`config.mk`:
```
export PLATFORM = sky130hd
export DESIGN_NAME = rr_grant_arbiter_flat
export DESIGN_NICKNAME = d
export VERILOG_FILES = /design/src/rtl/rr_grant_arbiter_pkg.sv /design/src/rtl/rr_grant_arbiter_if.sv /design/src/rtl/rr_grant_arbiter_prio_enc.sv /design/src/rtl/rr_grant_arbiter.sv /design/src/flat_wrapper.sv
export SDC_FILE = /design/constraint.sdc
export NUM_CORES = 1
export LEC_CHECK = 0
export BUFFER_PORTS_ARGS = -buffer_cell sky130_fd_sc_hd__clkbuf_2
export CAP_MARGIN = 15
export CELL_PAD_IN_SITES_DETAIL_PLACEMENT = 2
export CELL_PAD_IN_SITES_GLOBAL_PLACEMENT = 2
export CORE_MARGIN = 2
export CORE_UTILIZATION = 33
export CTS_CLUSTER_SIZE = 10
export DETAILED_ROUTE_END_ITERATION = 6
export PLACE_DENSITY_LB_ADDON = 0.3
export SLEW_MARGIN = 40
export SYNTH_ARGS = -nofsm -noshare
export SYNTH_HDL_FRONTEND = slang
export SYNTH_SLANG_ARGS = --single-unit
```
`constraint.sdc`:
```
create_clock -name clk -period 3.3 [get_ports clk]
set_input_delay 0.33 -clock clk [delete_from_list [all_inputs] [get_ports clk]]
set_output_delay 0.33 -clock clk [all_outputs]
set_load 0.05 [all_outputs]
```
`src/rtl/rr_grant_arbiter_pkg.sv`:
```
// Shared types and bit-vector helpers for the round-robin grant arbiter.
package arb_pkg;

  typedef enum logic [0:0] {ARB_IDLE, ARB_GRANT} arb_state_e;

  // Helpers work on a fixed-width vector; callers truncate to their N_REQ (<= ARB_MAX_N).
  localparam int unsigned ARB_MAX_N = 32;
  typedef logic [ARB_MAX_N-1:0] arb_vec_t;

  function automatic arb_vec_t onehot(input int unsigned idx, input int unsigned n);
    arb_vec_t v;
    v = '0;
    if (idx < n) begin
      v = arb_vec_t'(1) << idx;
    end
    return v;
  endfunction

  // Bits strictly below idx: the requesters that outrank the previous owner.
  function automatic arb_vec_t low_mask(input int unsigned idx);
    return (arb_vec_t'(1) << idx) - arb_vec_t'(1);
  endfunction

endpackage

```
`src/rtl/rr_grant_arbiter_if.sv`:
```
// Request/grant bundle between requesters (master) and the arbiter (slave).
interface rr_grant_arbiter_if #(
  parameter int unsigned N_REQ = 8
);
  localparam int unsigned ID_W = $clog2(N_REQ);

  logic [N_REQ-1:0] req;
  logic [N_REQ-1:0] gnt;
  logic [ID_W-1:0]  gnt_id;
  logic             gnt_valid;
  logic             preempt;

  modport master (
    output req,
    input  gnt,
    input  gnt_id,
    input  gnt_valid,
    input  preempt
  );

  modport slave (
    input  req,
    output gnt,
    output gnt_id,
    output gnt_valid,
    output preempt
  );

endinterface

```
`src/rtl/rr_grant_arbiter_prio_enc.sv`:
```
// Combinational MSB-first priority encoder: index of the highest set bit plus a valid flag.
module prio_enc_msb #(
  parameter int unsigned IN_WIDTH = 8,
  localparam int unsigned OUT_W = $clog2(IN_WIDTH)
) (
  input  logic [IN_WIDTH-1:0] in_vec,
  output logic [OUT_W-1:0]    idx,
  output logic                valid
);

  always_comb begin
    idx   = '0;
    valid = |in_vec;
    // Ascending scan, so the last (highest) set bit overwrites lower ones.
    for (int i = 0; i < IN_WIDTH; i++) begin
      if (in_vec[i]) begin
        idx = OUT_W'(i);
      end
    end
  end

endmodule

```
`src/rtl/rr_grant_arbiter.sv`:
```
// Round-robin arbiter: grants held until the owner drops req or a hold timeout rotates it.
module rr_grant_arbiter
  import arb_pkg::*;
#(
  parameter int unsigned N_REQ    = 8,
  parameter int unsigned MAX_HOLD = 16
) (
  input  logic              clk,
  input  logic              rst_n,
  rr_grant_arbiter_if.slave bus
);

  localparam int unsigned ID_W = $clog2(N_REQ);
  localparam int unsigned HC_W = (MAX_HOLD > 0) ? $clog2(MAX_HOLD + 1) : 1;
  localparam logic [HC_W-1:0] HOLD_LAST = HC_W'((MAX_HOLD > 0) ? MAX_HOLD - 1 : 0);
  localparam logic [HC_W-1:0] HOLD_SAT  = '1;

  arb_state_e       state_q, state_d;
  logic [N_REQ-1:0] gnt_q, gnt_d;
  logic [ID_W-1:0]  gnt_id_q, gnt_id_d;
  logic [ID_W-1:0]  last_id_q, last_id_d;
  logic [HC_W-1:0]  hold_cnt_q, hold_cnt_d;
  logic             preempt_q, preempt_d;

  logic [ID_W-1:0]  mask_id;
  logic [N_REQ-1:0] cand_lo;
  logic [ID_W-1:0]  lo_idx, all_idx, winner;
  logic             lo_vld, all_vld;
  logic             drop, to;

  // While granting, a release re-arbitrates against the current owner in the same cycle.
  assign mask_id = (state_q == ARB_GRANT) ? gnt_id_q : last_id_q;
  assign cand_lo = bus.req & N_REQ'(low_mask(32'(mask_id)));

  prio_enc_msb #(.IN_WIDTH(N_REQ)) u_enc_lo (
    .in_vec (cand_lo),
    .idx    (lo_idx),
    .valid  (lo_vld)
  );

  prio_enc_msb #(.IN_WIDTH(N_REQ)) u_enc_all (
    .in_vec (bus.req),
    .idx    (all_idx),
    .valid  (all_vld)
  );

  assign winner = lo_vld ? lo_idx : all_idx;
  assign drop   = !bus.req[gnt_id_q];
  assign to     = (MAX_HOLD != 0) && (hold_cnt_q == HOLD_LAST);

  always_comb begin
    state_d    = state_q;
    gnt_d      = gnt_q;
    gnt_id_d   = gnt_id_q;
    last_id_d  = last_id_q;
    hold_cnt_d = hold_cnt_q;
    preempt_d  = 1'b0;

    case (state_q)
      ARB_IDLE: begin
        if (all_vld) begin
          state_d    = ARB_GRANT;
          gnt_d      = N_REQ'(onehot(32'(winner), N_REQ));
          gnt_id_d   = winner;
          hold_cnt_d = '0;
        end
      end

      ARB_GRANT: begin
        if (drop || to) begin
          last_id_d  = gnt_id_q;
          preempt_d  = to && !drop;
          hold_cnt_d = '0;
          if (all_vld) begin
            gnt_d    = N_REQ'(onehot(32'(winner), N_REQ));
            gnt_id_d = winner;
          end else begin
            state_d  = ARB_IDLE;
            gnt_d    = '0;
            gnt_id_d = '0;
          end
        end else if (hold_cnt_q != HOLD_SAT) begin
          hold_cnt_d = hold_cnt_q + HC_W'(1);
        end
      end

      default: begin
        state_d  = ARB_IDLE;
        gnt_d    = '0;
        gnt_id_d = '0;
      end
    endcase
  end

  always_ff @(posedge clk) begin
    if (!rst_n) begin
      state_q    <= ARB_IDLE;
      gnt_q      <= '0;
      gnt_id_q   <= '0;
      last_id_q  <= '0;
      hold_cnt_q <= '0;
      preempt_q  <= 1'b0;
    end else begin
      state_q    <= state_d;
      gnt_q      <= gnt_d;
      gnt_id_q   <= gnt_id_d;
      last_id_q  <= last_id_d;
      hold_cnt_q <= hold_cnt_d;
      preempt_q  <= preempt_d;
    end
  end

  assign bus.gnt       = gnt_q;
  assign bus.gnt_id    = gnt_id_q;
  assign bus.gnt_valid = |gnt_q;
  assign bus.preempt   = preempt_q;

endmodule

```
`src/flat_wrapper.sv`:
```
// flat-port wrapper written by rule: the top's interface ports become plain ports
module rr_grant_arbiter_flat import arb_pkg::*;
#(
  parameter int unsigned N_REQ    = 8,
  parameter int unsigned MAX_HOLD = 16
)
  (clk, rst_n, bus_req, bus_gnt, bus_gnt_id, bus_gnt_valid, bus_preempt);
  rr_grant_arbiter_if #(.N_REQ(N_REQ)) bus_i ();
  input  logic clk;
  input  logic rst_n;
  input wire logic [$bits(bus_i.req)-1:0] bus_req;
  output wire logic [$bits(bus_i.gnt)-1:0] bus_gnt;
  output wire logic [$bits(bus_i.gnt_id)-1:0] bus_gnt_id;
  output wire logic [$bits(bus_i.gnt_valid)-1:0] bus_gnt_valid;
  output wire logic [$bits(bus_i.preempt)-1:0] bus_preempt;
  assign bus_i.req = bus_req;
  assign bus_gnt = bus_i.gnt;
  assign bus_gnt_id = bus_i.gnt_id;
  assign bus_gnt_valid = bus_i.gnt_valid;
  assign bus_preempt = bus_i.preempt;
  rr_grant_arbiter #(.N_REQ(N_REQ), .MAX_HOLD(MAX_HOLD)) u_core (.clk(clk), .rst_n(rst_n), .bus(bus_i));
endmodule
```
## Word-level counts from Yosys, hierarchy flattened

Cells that the tools add are included.

- Add/subtract/negate cells: 2
- Magnitude comparators: 1
- Eq/ne operators: 5
- Shift operators: 2
- Muxes and demuxes: 33
- Bitwise logic cells: 2
- Reductions and logical operators: 10

Operators by type and width:

| kind | count |
|---|---|
| two-way mux 3 bit | 17 |
| two-way mux 8 bit | 3 |
| OR reduction 8 bit | 3 |
| case mux 8 bit (2 select lines) | 1 |
| << shifter 1 x 3 -> 8 bit (first input constant) | 2 |
| two-way mux 5 bit | 3 |
| case mux 5 bit (2 select lines) | 1 |
| AND 8 bit | 1 |
| subtractor 8 x 1 -> 8 bit (second input constant) | 1 |
| case mux 3 bit (2 select lines) | 1 |
| AND reduction 2 bit | 3 |
| adder 5 x 1 -> 5 bit (second input constant) | 1 |
| == test 5 x 4 -> 1 bit (second input constant) | 1 |
| two-way mux 1 bit | 5 |
| != test 5 bit (second input constant) | 1 |
| less-than comparator 3 x 4 -> 1 bit (second input constant) | 1 |
| binary-select mux 1 bit (select 3 bit) | 1 |
| != test 3 bit (second input constant) | 1 |
| AND reduction 3 bit | 1 |
| != test 2 x 1 -> 1 bit (second input constant) | 1 |
| != test 2 bit (second input constant) | 1 |
| case mux 1 bit (2 select lines) | 1 |
| logical AND 1 bit | 1 |
| zero test 1 bit | 1 |
| 2 further kinds | 2 |

- Flip-flop bits (word level): 21
- Input port bits: 10
- Output and inout bits: 13
- Logic and storage cells: 61

## Depth between registers and ports, before layout

- Depth in word-level cells: 16
- Depth in mapped cells: 11
- Gate-level depth less buffers: 10

## Cells and area by module

A second synthesis with hierarchy kept.

- Cells, all modules: 186
- Area, all modules: 1,502.7 um2

Modules (own cells, without submodules):

| module | instances | cells each | area each (um2) | sequential area each (um2) |
|---|---|---|---|---|
| rr_grant_arbiter | 1 | 162 | 1,370.1 | 420.4 |
| prio_enc_msb | 2 | 12 | 66.3 | 0.0 |

## Worst setup path before layout

No wires, ideal clock.

- Path type: reg-to-reg
- From: reg u_core.gnt_id_q[0], in the netlist u_core.bus.gnt_id[0]
- To: reg u_core.gnt_q[4], in the netlist u_core.bus.gnt[4]
- Setup time: 117 ps
- Data arrival time: 2,782 ps
- Required time: 3,183 ps
- Setup slack: 400 ps
- Cell stages (with the launch flop): 11
- Path buffers: 1
- Clock period less this slack: 2,900 ps
- Cell sequence: dfxtp_1 buf_6 or4b_1 and2_1 ha_1 nor2b_1 a31oi_2 nor4b_4 nand2b_2 a211o_2 a32o_1

- Cells in the longest elaborated chain, start to end: 16
- Elaborated cells between the ends (all ways): 24
- Classes of those cells: 1 x add/sub; 1 x eq/ne; 2 x shift; 15 x mux; 1 x bitwise; 4 x reduce/logical

RTL lines:

| what | RTL line | source |
|---|---|---|
| start: declaration | rr_grant_arbiter.sv:20 | `logic [ID_W-1:0] gnt_id_q, gnt_id_d;` |
| start signal: assignment | rr_grant_arbiter.sv:106 | `gnt_id_q <= gnt_id_d;` |
| two-way mux 3 bit | rr_grant_arbiter.sv:32 | `assign mask_id = (state_q == ARB_GRANT) ? gnt_id_q : last_id_q;` |
| << shifter 1 x 3 -> 8 bit | rr_grant_arbiter_pkg.sv:21 | `return (arb_vec_t'(1) << idx) - arb_vec_t'(1);` |
| subtractor 8 x 1 -> 8 bit | rr_grant_arbiter_pkg.sv:21 |  |
| AND 8 bit | rr_grant_arbiter.sv:33 | `assign cand_lo = bus.req & N_REQ'(low_mask(32'(mask_id)));` |
| two-way mux 1 bit | rr_grant_arbiter_prio_enc.sv:16 | `if (in_vec[i]) begin` |
| two-way mux 3 bit (6 in series) | rr_grant_arbiter_prio_enc.sv:16 |  |
| two-way mux 3 bit | rr_grant_arbiter.sv:47 | `assign winner = lo_vld ? lo_idx : all_idx;` |
| << shifter 1 x 3 -> 8 bit | rr_grant_arbiter_pkg.sv:14 | `v = arb_vec_t'(1) << idx;` |
| two-way mux 8 bit | rr_grant_arbiter.sv:74 | `if (all_vld) begin` |
| two-way mux 8 bit | rr_grant_arbiter.sv:70 | `if (drop \|\| to) begin` |
| case mux 8 bit (2 select lines) | rr_grant_arbiter.sv:59 | `case (state_q)` |
| end signal: assignment | rr_grant_arbiter.sv:105 | `gnt_q <= gnt_d;` |
| end: declaration | rr_grant_arbiter.sv:19 | `logic [N_REQ-1:0] gnt_q, gnt_d;` |

Parallel ways exist; a longest one is shown, timed or not. The select of a mux whose other input is x is not followed.
A chain may end at the register's enable or synchronous reset.

## Worst setup path after layout

- From: reg u_core.state_q
- To: reg u_core.gnt_q[6], in the netlist u_core.bus.gnt[6]

- Cells in the longest elaborated chain, start to end: 16
- Elaborated cells between the ends (all ways): 22
- Classes of those cells: 1 x add/sub; 2 x eq/ne; 2 x shift; 13 x mux; 2 x bitwise; 2 x reduce/logical

RTL lines:

| what | RTL line | source |
|---|---|---|
| start: declaration | rr_grant_arbiter.sv:18 | `arb_state_e state_q, state_d;` |
| start signal: assignment | rr_grant_arbiter.sv:104 | `state_q <= state_d;` |
| two-way mux 3 bit | rr_grant_arbiter.sv:32 |  |
| << shifter 1 x 3 -> 8 bit | rr_grant_arbiter_pkg.sv:21 |  |
| subtractor 8 x 1 -> 8 bit | rr_grant_arbiter_pkg.sv:21 |  |
| AND 8 bit | rr_grant_arbiter.sv:33 |  |
| two-way mux 1 bit | rr_grant_arbiter_prio_enc.sv:16 |  |
| two-way mux 3 bit (6 in series) | rr_grant_arbiter_prio_enc.sv:16 |  |
| two-way mux 3 bit | rr_grant_arbiter.sv:47 |  |
| << shifter 1 x 3 -> 8 bit | rr_grant_arbiter_pkg.sv:14 |  |
| two-way mux 8 bit | rr_grant_arbiter.sv:74 |  |
| two-way mux 8 bit | rr_grant_arbiter.sv:70 |  |
| case mux 8 bit (2 select lines) | rr_grant_arbiter.sv:59 |  |

Parallel ways exist; a longest one is shown, timed or not. The select of a mux whose other input is x is not followed.

==> metrics.csv <==
stage,metric,value,unit
outcome,status,completed,
timing,period_needed,3020,ps
timing,fmax,331,MHz
place,place.gp.congestion,0.859,
clock_network,cts_tree,done,
timing,period_share,91.7,%
layout,final_util,40.6,%
floorplan,core_area,0.00372,mm2
layout,synthToLayoutAreaGrowth,15.8,%
global_routing,antenna_found_initial,0,
pwr,power,1.40,mW
global_routing,grt_max_degree,14,
floorplan,num_io_pins,23,
place,pre_cts_slack,272,ps
route,drt_iter0_markers,54,
yosys,synth_edf_count,0,
place,place.port_buffers,22,
clock_network,cts_max_path_buffers,2,
worst_setup_path,cpLargestDelayFamily,simple AND/OR/NAND/NOR gates,
timing,rsz0062_at_grt,no,
worst_setup_path,slowest_delay,540,ps
clock_network,cts.htree.levels,1,
worst_setup_path,cp_max_fo,10,
worst_setup_path,arrival,3180,ps
layout,fillerInstances,431,
floorplan,fp-row-count,22,
global_routing,grt_pass1_vias,1357,
timing,tns,0,ps
clock_network,clkLatencyLatePin,260,ps
yosys,synth_cell_types,47,
clock_network,cts_hold_buf,0,
timing,finalSetupViolCount,0,
yosys,syn_area,0.00130,mm2
yosys,synth-seq-cells,21,
worst_setup_path,endpoint_kind,flop,
floorplan,die-area,0.00447,mm2
yosys,ys.warnings.count,0,
route,routed_via_density,5.63,
timing,tightest_slew,745,ps
yosys,synth-seq-area-share,32.3,%
floorplan,die_w,66.8,um
clock_network,cts_resized,0,
worst_setup_path,worstPathRequired,3450,ps
timing,hold_violations,0,
worst_setup_path,critPathSlowestCell,dfxtp_1,
layout,multi_input_area,846,um2
worst_setup_path,critical_path_class,flop to flop,
clock_network,cts_root_buf,clkbuf_8,
worst_hold_path,hp-class,primary input to flop,
worst_setup_path,cp-start-kind,flop,
floorplan,die_h,66.8,um
pwr,power_leakage,0.605,nW
route,routed_wl,3910,um
timing,setup_ws,275,ps
layout,final_area,0.00151,mm2
layout,nets,178,
yosys,syn_nets,153,
layout,drive_gt1_share,27.0,%
timing,fin_skew,2.46,ps
route,wl_per_cell,18.5,um
route,num_vias,1188,
clock_network,numCtsBuffers,3,
floorplan,initial_core_util,35.1,%
worst_setup_path,critPathBufInv,0,
yosys,synthArstFlopShare,0,%
route,ant_nets,0,
yosys,ys.flop_type,dfxtp_1,
clock_network,post-cts-setup-buffers,0,
route,route.detailed.drc,0,
layout,layout.area.seq,420,um2
pwr,vdd_drop_max,0.677,mV
worst_setup_path,path_cells,"or4b_1, and2_1, ha_1, nor2b_1, a31oi_2, nor4b_4, nand2b_2, a211o_2, a32o_1",
global_routing,grt_usage,19.4,%
clock_network,cts_sinks,21,
global_routing,grt_overflow,0,
route,dr.pass1.iters,4,
place,place_area,0.00146,mm2
timing,slew_viol_final,0,
yosys,synthCells,139,
global_routing,grt_pass1_wl,6560,um
layout,n_antenna_cell,0,
yosys,syn_avg_cell_area,9.37,um2
pwr,powerDensity,929,mW/mm2
job,cap_violations,0,
place,dpl.hpwl,3030,um
timing,slew_headroom,50.3,%
clock_network,cts.clk_slew.worst_paths,80,ps
==> placed cells by master (no fill, tap or decap), types with 2 or more instances in the layout <==
master | Yosys | layout
clkbuf_2 | 0 | 22
and2_1 | 2 | 2
ha_1 | 4 | 4
a21boi_0 | 3 | 3
a22o_1 | 2 | 2
inv_1 | 3 | 3
or4_1 | 3 | 3
nand2_1 | 9 | 9
mux4_2 | 2 | 2
mux2_2 | 4 | 4
nand3_1 | 3 | 3
nor4_1 | 2 | 2
mux2i_1 | 8 | 8
dfxtp_1 | 21 | 21
nor2b_1 | 11 | 11
or2_2 | 2 | 2
o21ai_0 | 9 | 9
a32o_1 | 4 | 4
clkbuf_8 | 0 | 3
a21oi_1 | 7 | 7
nor2_1 | 6 | 6
buf_4 | 0 | 2
nor3_1 | 6 | 6
==> metal layers <==
| metal | vias to the layer above | routed length, um | GRT usage, % |
|---|---|---|---|
| met4 | 0 | 44 | 5.61 |
| li1 | 574 | - | - |
| met5 | - | 0 | 0 |
| met3 | 4 | 112 | 1.86 |
| met2 | 21 | 1990 | 34.3 |
| met1 | 589 | 1770 | 24.7 |
==> tightest hold or removal path, delay by kind of cell <==
family / cells / cell delay [ps]
simple gates: 2 / 150
buf+inv: 1 / 150
==> cells in the mapped netlist, types with 2 or more instances <==
cell type / count / area share, %
mux2_2: 4 / 3.5
inv_1: 3 / 0.86
or4_1: 3 / 1.7
dfxtp_1: 21 / 32
ha_1: 4 / 3.8
and2_1: 2 / 0.96
a21oi_1: 7 / 2.7
buf_2: 2 / 0.77
nor3_1: 6 / 2.3
nand2_1: 9 / 2.6
or2_2: 2 / 0.96
a22o_1: 2 / 1.3
mux2i_1: 8 / 6.1
nor2_1: 6 / 1.7
nor4_1: 2 / 0.96
a21boi_0: 3 / 1.7
o21ai_0: 9 / 3.5
nor2b_1: 11 / 5.3
nand3_1: 3 / 1.2
mux4_2: 2 / 3.5
a32o_1: 4 / 3.1
==> flip-flops by register name, indices dropped and copies added, names as in the netlist <==
signal              count
u_core.bus.gnt          8
u_core.bus.gnt_id       3
u_core.bus.preempt      1
u_core.hold_cnt_q       5
u_core.last_id_q        3
u_core.state_q          1
==> power by group <==
part / switching (mW) / internal (mW)
Combinational: 0.553 / 0.276
Clock: 0.0857 / 0.0859
Sequential: 0.0877 / 0.312
==> kinds of logic (layout without fill, tap and decap cells) <==
| group | Yosys count | in the layout | synth area share, % |
|---|---|---|---|
| adders and majority gates | 4 | 4 | 3.84 |
| buffers and inverters | 7 | 31 | 2.79 |
| muxes | 14 | 14 | 13.1 |
| AOI/OAI and AO/OA | 39 | 39 | 21.9 |
| xor gates and xnor gates | 1 | 1 | 0.673 |
| DFF | 21 | 21 | 32.3 |
| and+or+nand+nor | 53 | 53 | 25.5 |
==> worst paths after layout <==
kind,depth (start not counted),endpoint,start,slack [ps]
worst max-delay path,9,u_core.bus.gnt[6],u_core.state_q,280
worst min-delay path,3,u_core.bus.preempt,rst_n,410
worst max register to register,9,u_core.bus.gnt[6],u_core.state_q,280
worst min register to register,2,u_core.bus.gnt[3],u_core.bus.gnt[3],490
==> through the flow <==
| step | std cells | hold WS, ps |
|---|---|---|
| 2_1_floorplan | 139 | 458 |
| 3_3_place_gp | 207 | 455 |
| 3_5_place_dp | 207 | 485 |
| 4_1_cts | 211 | 409 |
| 5_1_grt | 211 | 434 |
| 6_report | 211 | 405 |
==> cell type report <==
type	instances	share of cell area, %
inverter	3	0.747
multi-input combinational	111	56.1
tap	48	3.98
clock buffer	4	2.99
sequential	21	27.9
timing repair buffer	24	8.30
Note: power is estimated with default switching activity, not from simulation.
